<file path="src/rtl/fp_mul_mant_pkg.sv">
// Shared constants and state encoding for the single-precision multiplier
// mantissa core and its downstream normaliser.
package fp_mul_mant_pkg;

   localparam int unsigned BIAS   = 127;
   localparam int unsigned FRAC_W = 23;
   localparam int unsigned EXP_W  = 8;
   localparam int unsigned PROD_W = 50;

   localparam int unsigned WORD_W    = 1 + EXP_W + FRAC_W;
   localparam int unsigned SIG_W     = FRAC_W + 1;
   localparam int unsigned MANT_W    = 2 * SIG_W;
   localparam int unsigned CNT_W     = 5;
   localparam int unsigned ITER_LAST = SIG_W - 1;

   typedef enum logic [1:0] {
      StIdle = 2'd0,
      StCalc = 2'd1,
      StDone = 2'd2
   } state_e;

endpackage

</file>
<file path="src/rtl/fp_mul_mant_core_unpack.sv">
// Combinational IEEE-754 single unpacker: fields plus zero/inf/nan class.
// Denormals are classed as zero and get a zero significand.
module fp_unpack
   import fp_mul_mant_pkg::*;
(
   input  logic [WORD_W-1:0] op,
   output logic              sign,
   output logic [EXP_W-1:0]  exp,
   output logic [SIG_W-1:0]  sgnf,
   output logic              is_zero,
   output logic              is_inf,
   output logic              is_nan
);

   logic [FRAC_W-1:0] frac;
   logic              exp_ones;

   assign sign     = op[WORD_W-1];
   assign exp      = op[WORD_W-2:FRAC_W];
   assign frac     = op[FRAC_W-1:0];
   assign exp_ones = &exp;

   assign is_zero = (exp == '0);
   assign is_inf  = exp_ones && (frac == '0);
   assign is_nan  = exp_ones && (frac != '0);
   assign sgnf    = is_zero ? '0 : {1'b1, frac};

endmodule

</file>
<file path="src/rtl/fp_mul_mant_core.sv">
// Sign/exponent/raw-mantissa stage of a single-precision multiplier. Specials
// resolve in one cycle; normal operands use a 24-step radix-2 shift-add.
module fp_mul_mant_core
   import fp_mul_mant_pkg::*;
(
   input  logic              clk,
   input  logic              rst,
   input  logic              in_valid,
   output logic              in_ready,
   input  logic [WORD_W-1:0] op_a,
   input  logic [WORD_W-1:0] op_b,
   output logic              out_valid,
   input  logic              out_ready,
   output logic              sig,
   output logic [EXP_W-1:0]  exp_max,
   output logic [PROD_W-1:0] pre_pr_mant,
   output logic              NaN_res,
   output logic              inf_res
);

   localparam logic signed [9:0] EXP_OFS = 10'(BIAS - 1);
   localparam logic signed [9:0] EXP_TOP = 10'sd254;
   localparam logic signed [9:0] EXP_BOT = 10'sd1;

   logic              ua_sign, ub_sign;
   logic [EXP_W-1:0]  ua_exp, ub_exp;
   logic [SIG_W-1:0]  ua_sgnf, ub_sgnf;
   logic              ua_zero, ub_zero, ua_inf, ub_inf, ua_nan, ub_nan;

   fp_unpack u_unpack_a (
      .op      (op_a),
      .sign    (ua_sign),
      .exp     (ua_exp),
      .sgnf    (ua_sgnf),
      .is_zero (ua_zero),
      .is_inf  (ua_inf),
      .is_nan  (ua_nan)
   );

   fp_unpack u_unpack_b (
      .op      (op_b),
      .sign    (ub_sign),
      .exp     (ub_exp),
      .sgnf    (ub_sgnf),
      .is_zero (ub_zero),
      .is_inf  (ub_inf),
      .is_nan  (ub_nan)
   );

   state_e              state_q, state_d;
   logic [MANT_W-1:0]   mcand_q, mcand_d;
   logic [SIG_W-1:0]    mplier_q, mplier_d;
   logic [MANT_W-1:0]   acc_q, acc_d;
   logic [CNT_W-1:0]    cnt_q, cnt_d;
   logic                sig_q, sig_d;
   logic [EXP_W-1:0]    exp_q, exp_d;
   logic                nan_q, nan_d;
   logic                inf_q, inf_d;

   logic signed [9:0]   exp_sum;
   logic                nan_case, inf_case, zero_case;

   assign exp_sum   = $signed({2'b00, ua_exp}) + $signed({2'b00, ub_exp}) - EXP_OFS;
   assign nan_case  = ua_nan || ub_nan || (ua_inf && ub_zero) || (ub_inf && ua_zero);
   assign inf_case  = ua_inf || ub_inf;
   assign zero_case = ua_zero || ub_zero;

   always_comb begin
      state_d  = state_q;
      mcand_d  = mcand_q;
      mplier_d = mplier_q;
      acc_d    = acc_q;
      cnt_d    = cnt_q;
      sig_d    = sig_q;
      exp_d    = exp_q;
      nan_d    = nan_q;
      inf_d    = inf_q;

      unique case (state_q)
         StIdle: begin
            if (in_valid) begin
               sig_d    = ua_sign ^ ub_sign;
               mcand_d  = {{(MANT_W-SIG_W){1'b0}}, ua_sgnf};
               mplier_d = ub_sgnf;
               acc_d    = '0;
               cnt_d    = '0;
               exp_d    = '0;
               nan_d    = 1'b0;
               inf_d    = 1'b0;
               // Priority order keeps NaN_res and inf_res mutually exclusive.
               if (nan_case) begin
                  nan_d   = 1'b1;
                  exp_d   = '1;
                  state_d = StDone;
               end else if (inf_case) begin
                  inf_d   = 1'b1;
                  exp_d   = '1;
                  state_d = StDone;
               end else if (zero_case) begin
                  state_d = StDone;
               end else if (exp_sum > EXP_TOP) begin
                  inf_d   = 1'b1;
                  exp_d   = '1;
                  state_d = StDone;
               end else if (exp_sum < EXP_BOT) begin
                  state_d = StDone;
               end else begin
                  exp_d   = exp_sum[EXP_W-1:0];
                  state_d = StCalc;
               end
            end
         end
         StCalc: begin
            if (mplier_q[0]) acc_d = acc_q + mcand_q;
            mcand_d  = mcand_q << 1;
            mplier_d = mplier_q >> 1;
            if (cnt_q == CNT_W'(ITER_LAST)) begin
               state_d = StDone;
            end else begin
               cnt_d = cnt_q + CNT_W'(1);
            end
         end
         StDone: begin
            if (out_ready) state_d = StIdle;
         end
         default: state_d = StIdle;
      endcase
   end

   always_ff @(posedge clk or posedge rst) begin
      if (rst) begin
         state_q  <= StIdle;
         mcand_q  <= '0;
         mplier_q <= '0;
         acc_q    <= '0;
         cnt_q    <= '0;
         sig_q    <= 1'b0;
         exp_q    <= '0;
         nan_q    <= 1'b0;
         inf_q    <= 1'b0;
      end else begin
         state_q  <= state_d;
         mcand_q  <= mcand_d;
         mplier_q <= mplier_d;
         acc_q    <= acc_d;
         cnt_q    <= cnt_d;
         sig_q    <= sig_d;
         exp_q    <= exp_d;
         nan_q    <= nan_d;
         inf_q    <= inf_d;
      end
   end

   assign in_ready    = (state_q == StIdle);
   assign out_valid   = (state_q == StDone);
   assign sig         = sig_q;
   assign exp_max     = exp_q;
   assign pre_pr_mant = {{(PROD_W-MANT_W){1'b0}}, acc_q};
   assign NaN_res     = nan_q;
   assign inf_res     = inf_q;

endmodule

</file>
<file path="config.mk">
export PLATFORM = sky130hd
export DESIGN_NAME = fp_mul_mant_core
export DESIGN_NICKNAME = d
export VERILOG_FILES = /design/src/rtl/fp_mul_mant_pkg.sv /design/src/rtl/fp_mul_mant_core_unpack.sv /design/src/rtl/fp_mul_mant_core.sv
export SDC_FILE = /design/constraint.sdc
export NUM_CORES = 1
export LEC_CHECK = 0
export ABC_CLOCK_PERIOD_IN_PS = 4400
export CAP_MARGIN = 5
export CORE_ASPECT_RATIO = 1.5
export CORE_UTILIZATION = 40
export CTS_BUF_LIST = sky130_fd_sc_hd__clkbuf_2
export CTS_CLUSTER_SIZE = 40
export DETAILED_ROUTE_END_ITERATION = 7
export GPL_TIMING_DRIVEN = 1
export PLACE_DENSITY = 0.73
export SKIP_CTS_REPAIR_TIMING = 1
export SYNTH_ARGS = -nofsm -noshare
export SYNTH_HDL_FRONTEND = slang
export SYNTH_HIERARCHICAL = 1
export SYNTH_SLANG_ARGS = --single-unit
</file>
<file path="constraint.sdc">
create_clock -name clk -period 4.4 [get_ports clk]
set_input_delay 0.88 -clock clk [delete_from_list [all_inputs] [get_ports clk]]
set_output_delay 0.88 -clock clk [all_outputs]
set_load 0.02 [all_outputs]
</file>
==> impl_metrics.env, run 1 <==
export IMPL_status="completed"
export IMPL_power_density_cell_area_mw_per_mm2=512
export IMPL_first_global_vias=7902
export IMPL_clock_root_cell="sky130_fd_sc_hd__clkbuf_2"
export IMPL_layoutNonFillerInstCount=1412
export IMPL_final_hold_violation_count=0
export IMPL_syn_inst=1032
export IMPL_die_h_um=188
export IMPL_gp_congestion=0.883
export IMPL_initial_core_util=0.411
export IMPL_worst_setup_path_start_kind="primary input"
export IMPL_drt_initial_drc_count=504
export IMPL_floorplan_core_area_mm2=0.0225
export IMPL_post_drt_via_cell_ratio=5.60
export IMPL_grt_setup_unrepaired="no"
export IMPL_drt_wl_total_um=23100
export IMPL_final_layout_size_suffix_gt1_frac=0.0564
export IMPL_detailedPlacementHpwl_um=17500
export IMPL_grt_pass1_wl_um=38200
export IMPL_clk_transition_reported_paths_ps=240
export IMPL_cp_slowest_cell="sky130_fd_sc_hd__clkdlybuf4s50_1"
export IMPL_deepest_level_of_the_cts_h_tree=4
export IMPL_cap_viol_max_count=0
export IMPL_drt_antenna_violating_nets=0
export IMPL_number_of_cts_inserted_buffers=17
export IMPL_pin_count_of_the_biggest_net_entering_global_routing=75
export IMPL_synth_enable_flop_cells=0
export IMPL_post_synth_cell_area_avg_um2=8.95
export IMPL_tritoncts="done"
export IMPL_n_fill_cell=2196
export IMPL_final_period_minus_worst_setup_slack_ps=3450
export IMPL_insertion_delay_to_the_later_sink_of_the_worst_skew_pair_ps=740
export IMPL_crit_arrival_ps=4060
export IMPL_fin_crit_sh=0.783
export IMPL_worst_r2r_cell_count=11
export IMPL_crit_top_cell="sky130_fd_sc_hd__a21oi_1"
export IMPL_skew_final_ps=39.1
export IMPL_worst_slew_pin_slew_ps=1090
export IMPL_layout_cells_most_common_list="sky130_fd_sc_hd__dfrtp_1 (138), sky130_fd_sc_hd__nand2_1 (137), sky130_fd_sc_hd__clkdlybuf4s50_1 (128), sky130_fd_sc_hd__o21ai_0 (103), sky130_fd_sc_hd__ha_1 (63)"
export IMPL_netlist_cell_type_count=64
export IMPL_slew_headroom=0.272
export IMPL_cts_path_max_buffers=2
export IMPL_path_cells="clkdlybuf4s50_1 > inv_1 > ha_1 > inv_1 > ha_1 > fa_1 > a21o_1 > a21oi_1 > o21bai_1 > a21oi_1 > o21ai_1 > nor3b_1 > a21boi_1 > nor4_4 > a21oi_1"
export IMPL_flops_latches_synth=138
export IMPL_setup_violations_final=0
export IMPL_postSynth_asyncResetShare=1.00
export IMPL_io_pins=131
export IMPL_dp_cells=1380
export IMPL_die_x_um=126
export IMPL_highest_attainable_clock_frequency_mhz=290
export IMPL_grt_antenna_before_repair=1
export IMPL_yosys_most_used_dff="sky130_fd_sc_hd__dfrtp_1"
export IMPL_hp_class="in -> async"
export IMPL_area_growth_pct=18.3
export IMPL_cts_sinks=138
export IMPL_critical_path_peak_fanout=8
export IMPL_fp_dieArea_mm2=0.0237
export IMPL_core_rowCount=67
export IMPL_gr_total_overflow=0
export IMPL_drc=0
export IMPL_worst_setup_path_type="in -> reg"
export IMPL_synth_cell_area_mm2=0.00924
export IMPL_final_max_slew_viol_count=0
export IMPL_final_net_count=1256
export IMPL_placement_io_buffers=128
export IMPL_critical_path_endpoint_type="flop"
export IMPL_worst_ep_required_time_ps=5010
export IMPL_ys_warnings_count=6
export IMPL_cellLeakagePower_nw=4.81
export IMPL_crit_path_max_incr_delay_ps=500
export IMPL_setup_tns_final_ps=0
export IMPL_track_usage=0.200
export IMPL_layout_cells_most_common="sky130_fd_sc_hd__dfrtp_1"
export IMPL_routed_wire_length_per_instance_um=16.4
export IMPL_drt_pass1_iterations=8
export IMPL_ys_seq_area_frac=0.374
export IMPL_vias=7912
export IMPL_peakVddDrop_mv=0.289
==> cell usage after synthesis, types with 22 or more instances <==
cell type | number | share of area
sky130_fd_sc_hd__mux2i_1 | 50 | 0.054
sky130_fd_sc_hd__a21oi_1 | 56 | 0.030
sky130_fd_sc_hd__a21o_1 | 24 | 0.020
sky130_fd_sc_hd__nor2_1 | 46 | 0.019
sky130_fd_sc_hd__clkbuf_1 | 38 | 0.015
sky130_fd_sc_hd__inv_1 | 27 | 0.011
sky130_fd_sc_hd__xnor2_1 | 25 | 0.024
sky130_fd_sc_hd__a22o_1 | 32 | 0.030
sky130_fd_sc_hd__and2_1 | 52 | 0.035
sky130_fd_sc_hd__o21ai_0 | 103 | 0.056
sky130_fd_sc_hd__dfrtp_1 | 138 | 0.37
sky130_fd_sc_hd__nand2_1 | 137 | 0.056
sky130_fd_sc_hd__ha_1 | 63 | 0.085
sky130_fd_sc_hd__xor2_1 | 22 | 0.021
==> per-layer routing <==
| metal | up-vias | track usage | part of all wire |
|---|---|---|---|
| met5 | - | 0 | 0 |
| met4 | 0 | 0.0700 | 0.022 |
| met3 | 37 | 0.0388 | 0.046 |
| met2 | 196 | 0.369 | 0.52 |
| met1 | 3797 | 0.228 | 0.41 |
| li1 | 3882 | - | - |
==> report_power, final <==
part	total (mW)	switching [mW]	internal, mW
Clock	0.796	0.525	0.271
Sequential	1.99	0.335	1.65
Combinational	2.81	1.63	1.18
==> worst max-delay path, delay by kind of cell <==
family,cells,cell delay (ps)
AO/OA/AOI/OAI,7,1140
adder cells (fa/ha/maj),3,880
buffers and inverters,3,590
AND/OR/NAND/NOR,2,570
==> logic make-up (layout without fill, tap and decap cells) <==
family / after synthesis / count (layout) / share of synthesized area
AOI/OAI and AO/OA: 297 / 297 / 0.208
adders and majority gates: 65 / 65 / 0.0897
other: 1 / 3 / 0.000406
DFF: 138 / 138 / 0.374
buffers and inverters: 94 / 196 / 0.0469
and+or+nand+nor: 339 / 339 / 0.181
muxes: 51 / 51 / 0.0554
xor gates and xnor gates: 47 / 47 / 0.0446
==> per-stage QoR <==
stage / instance area, µm² / total power [mW] / utilization / setup slack [ps] / hold WS, ps
floorplan: 9240 / 3.90 / - / 901 / 450
global placement: 10700 / 4.76 / 0.475 / 272 / 460
detailed placement: 10700 / 4.84 / 0.475 / 191 / 470
CTS: 10900 / 5.64 / 0.486 / 1040 / 455
global route: 10900 / 6.03 / 0.486 / 827 / 465
finish: 10900 / 5.59 / 0.486 / 953 / 504
==> path summary, 6_finish.rpt <==
check	from	endpoint	slack (ps)
worst max register to register	acc_q[0]	acc_q[46]	1110
worst max-delay path	op_a[24]	exp_max[3]	950
worst min-delay path	rst	acc_q[7]	500
max in group asynchronous	rst	acc_q[21]	3150
worst min register to register	acc_q[47]	acc_q[47]	510
min in group clk	acc_q[47]	acc_q[47]	510
==> state kept, by name (all words and copies together) (netlist names), 2 cells and up <==
signal,count
mplier_q,24
mcand_q,48
exp_max,8
cnt_q,5
acc_q,48
state_q,2
==> layout make-up <==
type	instances	area, µm²	area share
antenna	1	2.50	0.000229
clock buffer	17	85.1	0.00779
clock inverter	14	159	0.0145
inverter	27	105	0.00962
multi-input combinational	801	5380	0.492
sequential	138	3450	0.316
tap	276	345	0.0316
timing repair buffer	138	1390	0.128
Note: power is estimated with default switching activity, not from simulation.
==> run 2, diff against run 1 <==
--- a/config.mk
+++ b/config.mk
@@ -5,7 +5,7 @@
 export SDC_FILE = /design/constraint.sdc
 export NUM_CORES = 1
 export LEC_CHECK = 0
-export ABC_CLOCK_PERIOD_IN_PS = 4400
+export ABC_CLOCK_PERIOD_IN_PS = 2800
 export CAP_MARGIN = 5
 export CORE_ASPECT_RATIO = 1.5
 export CORE_UTILIZATION = 40
==> constraint.sdc (replaced) <==
create_clock -name clk -period 2.8 [get_ports clk]
set_input_delay 0.56 -clock clk [delete_from_list [all_inputs] [get_ports clk]]
set_output_delay 0.56 -clock clk [all_outputs]
set_load 0.02 [all_outputs]
==> run 2 against run 1 <==
Effect of this change: the run now ends with setup timing left; sequential share of layout area decreased by 3.4 points; highest routed layer unchanged; worst setup slack got worse by 1200 ps; sequential cell count unchanged; die area unchanged; wire length increased by 10%; utilization increased by 6.0 points; final cell count increased by 8.3%; count of clock-buffer cells in the layout increased by 3; total power increased by 77%; combinational power increased by 93%; global-route usage increased by 1.3 points.
==> impl_metrics.env, run 2 (synthesized netlist as in run 1, its figures left out) <==
export IMPL_slew_headroom=0.637
export IMPL_gp_congestion=0.870
export IMPL_vias=8370
export IMPL_track_usage=0.213
export IMPL_power_density_cell_area_mw_per_mm2=808
export IMPL_insertion_delay_to_the_later_sink_of_the_worst_skew_pair_ps=730
export IMPL_routed_wire_length_per_instance_um=16.6
export IMPL_deepest_level_of_the_cts_h_tree=4
export IMPL_drt_antenna_violating_nets=0
export IMPL_grt_antenna_before_repair=1
export IMPL_tritoncts="done"
export IMPL_placement_io_buffers=128
export IMPL_critical_path_peak_fanout=3
export IMPL_layout_cells_most_common="sky130_fd_sc_hd__nand2_1"
export IMPL_r2r_end="acc_q[46]"
export IMPL_worst_ep_required_time_ps=3440
export IMPL_ff2ff_setup_slack_ps=-200
export IMPL_worst_r2r_cell_count=11
export IMPL_final_hold_violation_count=0
export IMPL_detailedPlacementHpwl_um=19000
export IMPL_timing_rr_start="acc_q[0]"
export IMPL_worst_setup_path_start_kind="flop"
export IMPL_final_layout_size_suffix_gt1_frac=0.194
export IMPL_drt_pass1_iterations=5
export IMPL_number_of_cts_inserted_buffers=17
export IMPL_drt_wl_total_um=25400
export IMPL_die_x_um=126
export IMPL_highest_attainable_clock_frequency_mhz=333
export IMPL_grt_pass1_wl_um=40400
export IMPL_io_pins=131
export IMPL_design_area_mm2=0.0123
export IMPL_layoutNonFillerInstCount=1529
export IMPL_setup_violations_final=9
export IMPL_dpl_instance_area_mm2=0.0116
export IMPL_status="finished, violations left"
export IMPL_drc=0
export IMPL_grt_setup_unrepaired="yes"
export IMPL_crit_arrival_ps=3650
export IMPL_worst_setup_path_type="reg -> reg"
export IMPL_pre_cts_slack_ps=-711
export IMPL_fin_crit_sh=1.07
export IMPL_critical_path_endpoint_type="flop"
export IMPL_cellLeakagePower_nw=5.43
export IMPL_area_growth_pct=32.8
export IMPL_drt_initial_drc_count=434
export IMPL_crit_path_max_incr_delay_ps=470
export IMPL_final_period_minus_worst_setup_slack_ps=3000
export IMPL_fp_dieArea_mm2=0.0237
export IMPL_first_global_vias=8520
export IMPL_post_drt_via_cell_ratio=5.47
export IMPL_cts_sinks=138
export IMPL_worst_slew_pin_slew_ps=544
export IMPL_setup_slack_ps=-204
export IMPL_core_rowCount=67
export IMPL_final_max_slew_viol_count=0
export IMPL_initial_core_util=0.411
export IMPL_hold_ws_ps=123
export IMPL_violations="setup timing"
export IMPL_dp_cells=1482
export IMPL_hp_class="in -> async"
export IMPL_die_h_um=188
export IMPL_clk_transition_reported_paths_ps=210
export IMPL_floorplan_core_area_mm2=0.0225
export IMPL_post_route_util=0.546
export IMPL_layout_cells_most_common_list="sky130_fd_sc_hd__nand2_1 (137), sky130_fd_sc_hd__dfrtp_1 (136), sky130_fd_sc_hd__clkdlybuf4s50_1 (128), sky130_fd_sc_hd__buf_4 (120), sky130_fd_sc_hd__o21ai_0 (95)"
export IMPL_path_cells="ha_4 > fa_2 > a21o_1 > a221oi_4 > o21ai_2 > and4b_1 > o21a_2 > o21ai_4 > a21oi_1 > or3_1 > a32o_1"
export IMPL_gr_total_overflow=0
export IMPL_peakVddDrop_mv=0.514
export IMPL_pin_count_of_the_biggest_net_entering_global_routing=88
export IMPL_cts_path_max_buffers=2
export IMPL_reg_top3="acc_q: 48 flops, mcand_q: 48 flops, mplier_q: 24 flops"
export IMPL_cp_slowest_cell="sky130_fd_sc_hd__dfrtp_2"
export IMPL_clock_root_cell="sky130_fd_sc_hd__clkbuf_2"
export IMPL_cap_viol_max_count=0
export IMPL_setup_tns_final_ps=-812
export IMPL_final_net_count=1372
export IMPL_total_power_mw=9.91
export IMPL_skew_final_ps=40.3
run 2: cell types whose count changed in the layout (fill, tap and decap cells not counted), sizes merged:
cell    previous run  this run
buf               10       126
bufinv             2         4
clkbuf            17        20
clkinv             3         5
inv               33        27
run 2: layout make-up:
class | count | area (µm²)
fillers | 2044 | 10200
multi-input cells | 801 | 5800
flip-flops and latches | 138 | 3460
repair buffers | 254 | 2280
well taps | 276 | 345
clock inverters | 12 | 171
inverters | 27 | 105
clock buffers | 20 | 100
diodes | 1 | 2.50
run 2: how the worst max path moves through the flow:
stage / start / to
floorplan: op_a[25] / exp_max[0]
global placement: op_b[24] / exp_max[1]
detailed placement: op_b[24] / exp_max[7]
CTS: acc_q[0] / acc_q[44]
global route: acc_q[0] / acc_q[46]
finish: acc_q[0] / acc_q[46]
run 2: layer usage:
metal | global-route usage | part of all wire
met5 | 0 | 0
met1 | 0.233 | 0.40
met3 | 0.0351 | 0.035
met4 | 0.0941 | 0.032
met2 | 0.399 | 0.53
run 2: critical path: cells and delay by family, from the launching register on:
family | cells | cell delay [ps]
fa+ha+maj | 2 | 530
simple gates | 2 | 550
compound gates | 7 | 1380
flops | 1 | 470
run 2: where the power goes:
group	total [mW]	leakage, nW	internal (mW)	switching (mW)
combinational	5.43	3.47	2.57	2.86
clock	1.35	0.162	0.594	0.758
sequential	3.13	1.80	2.60	0.530
==> run 3, diff against run 2 <==
--- a/config.mk
+++ b/config.mk
@@ -6,7 +6,6 @@
 export NUM_CORES = 1
 export LEC_CHECK = 0
 export ABC_CLOCK_PERIOD_IN_PS = 2800
-export CAP_MARGIN = 5
 export CORE_ASPECT_RATIO = 1.5
 export CORE_UTILIZATION = 40
 export CTS_BUF_LIST = sky130_fd_sc_hd__clkbuf_2
==> results of run 3 <==
No change in the layout: final DEF, timing and power equal those of run 2.
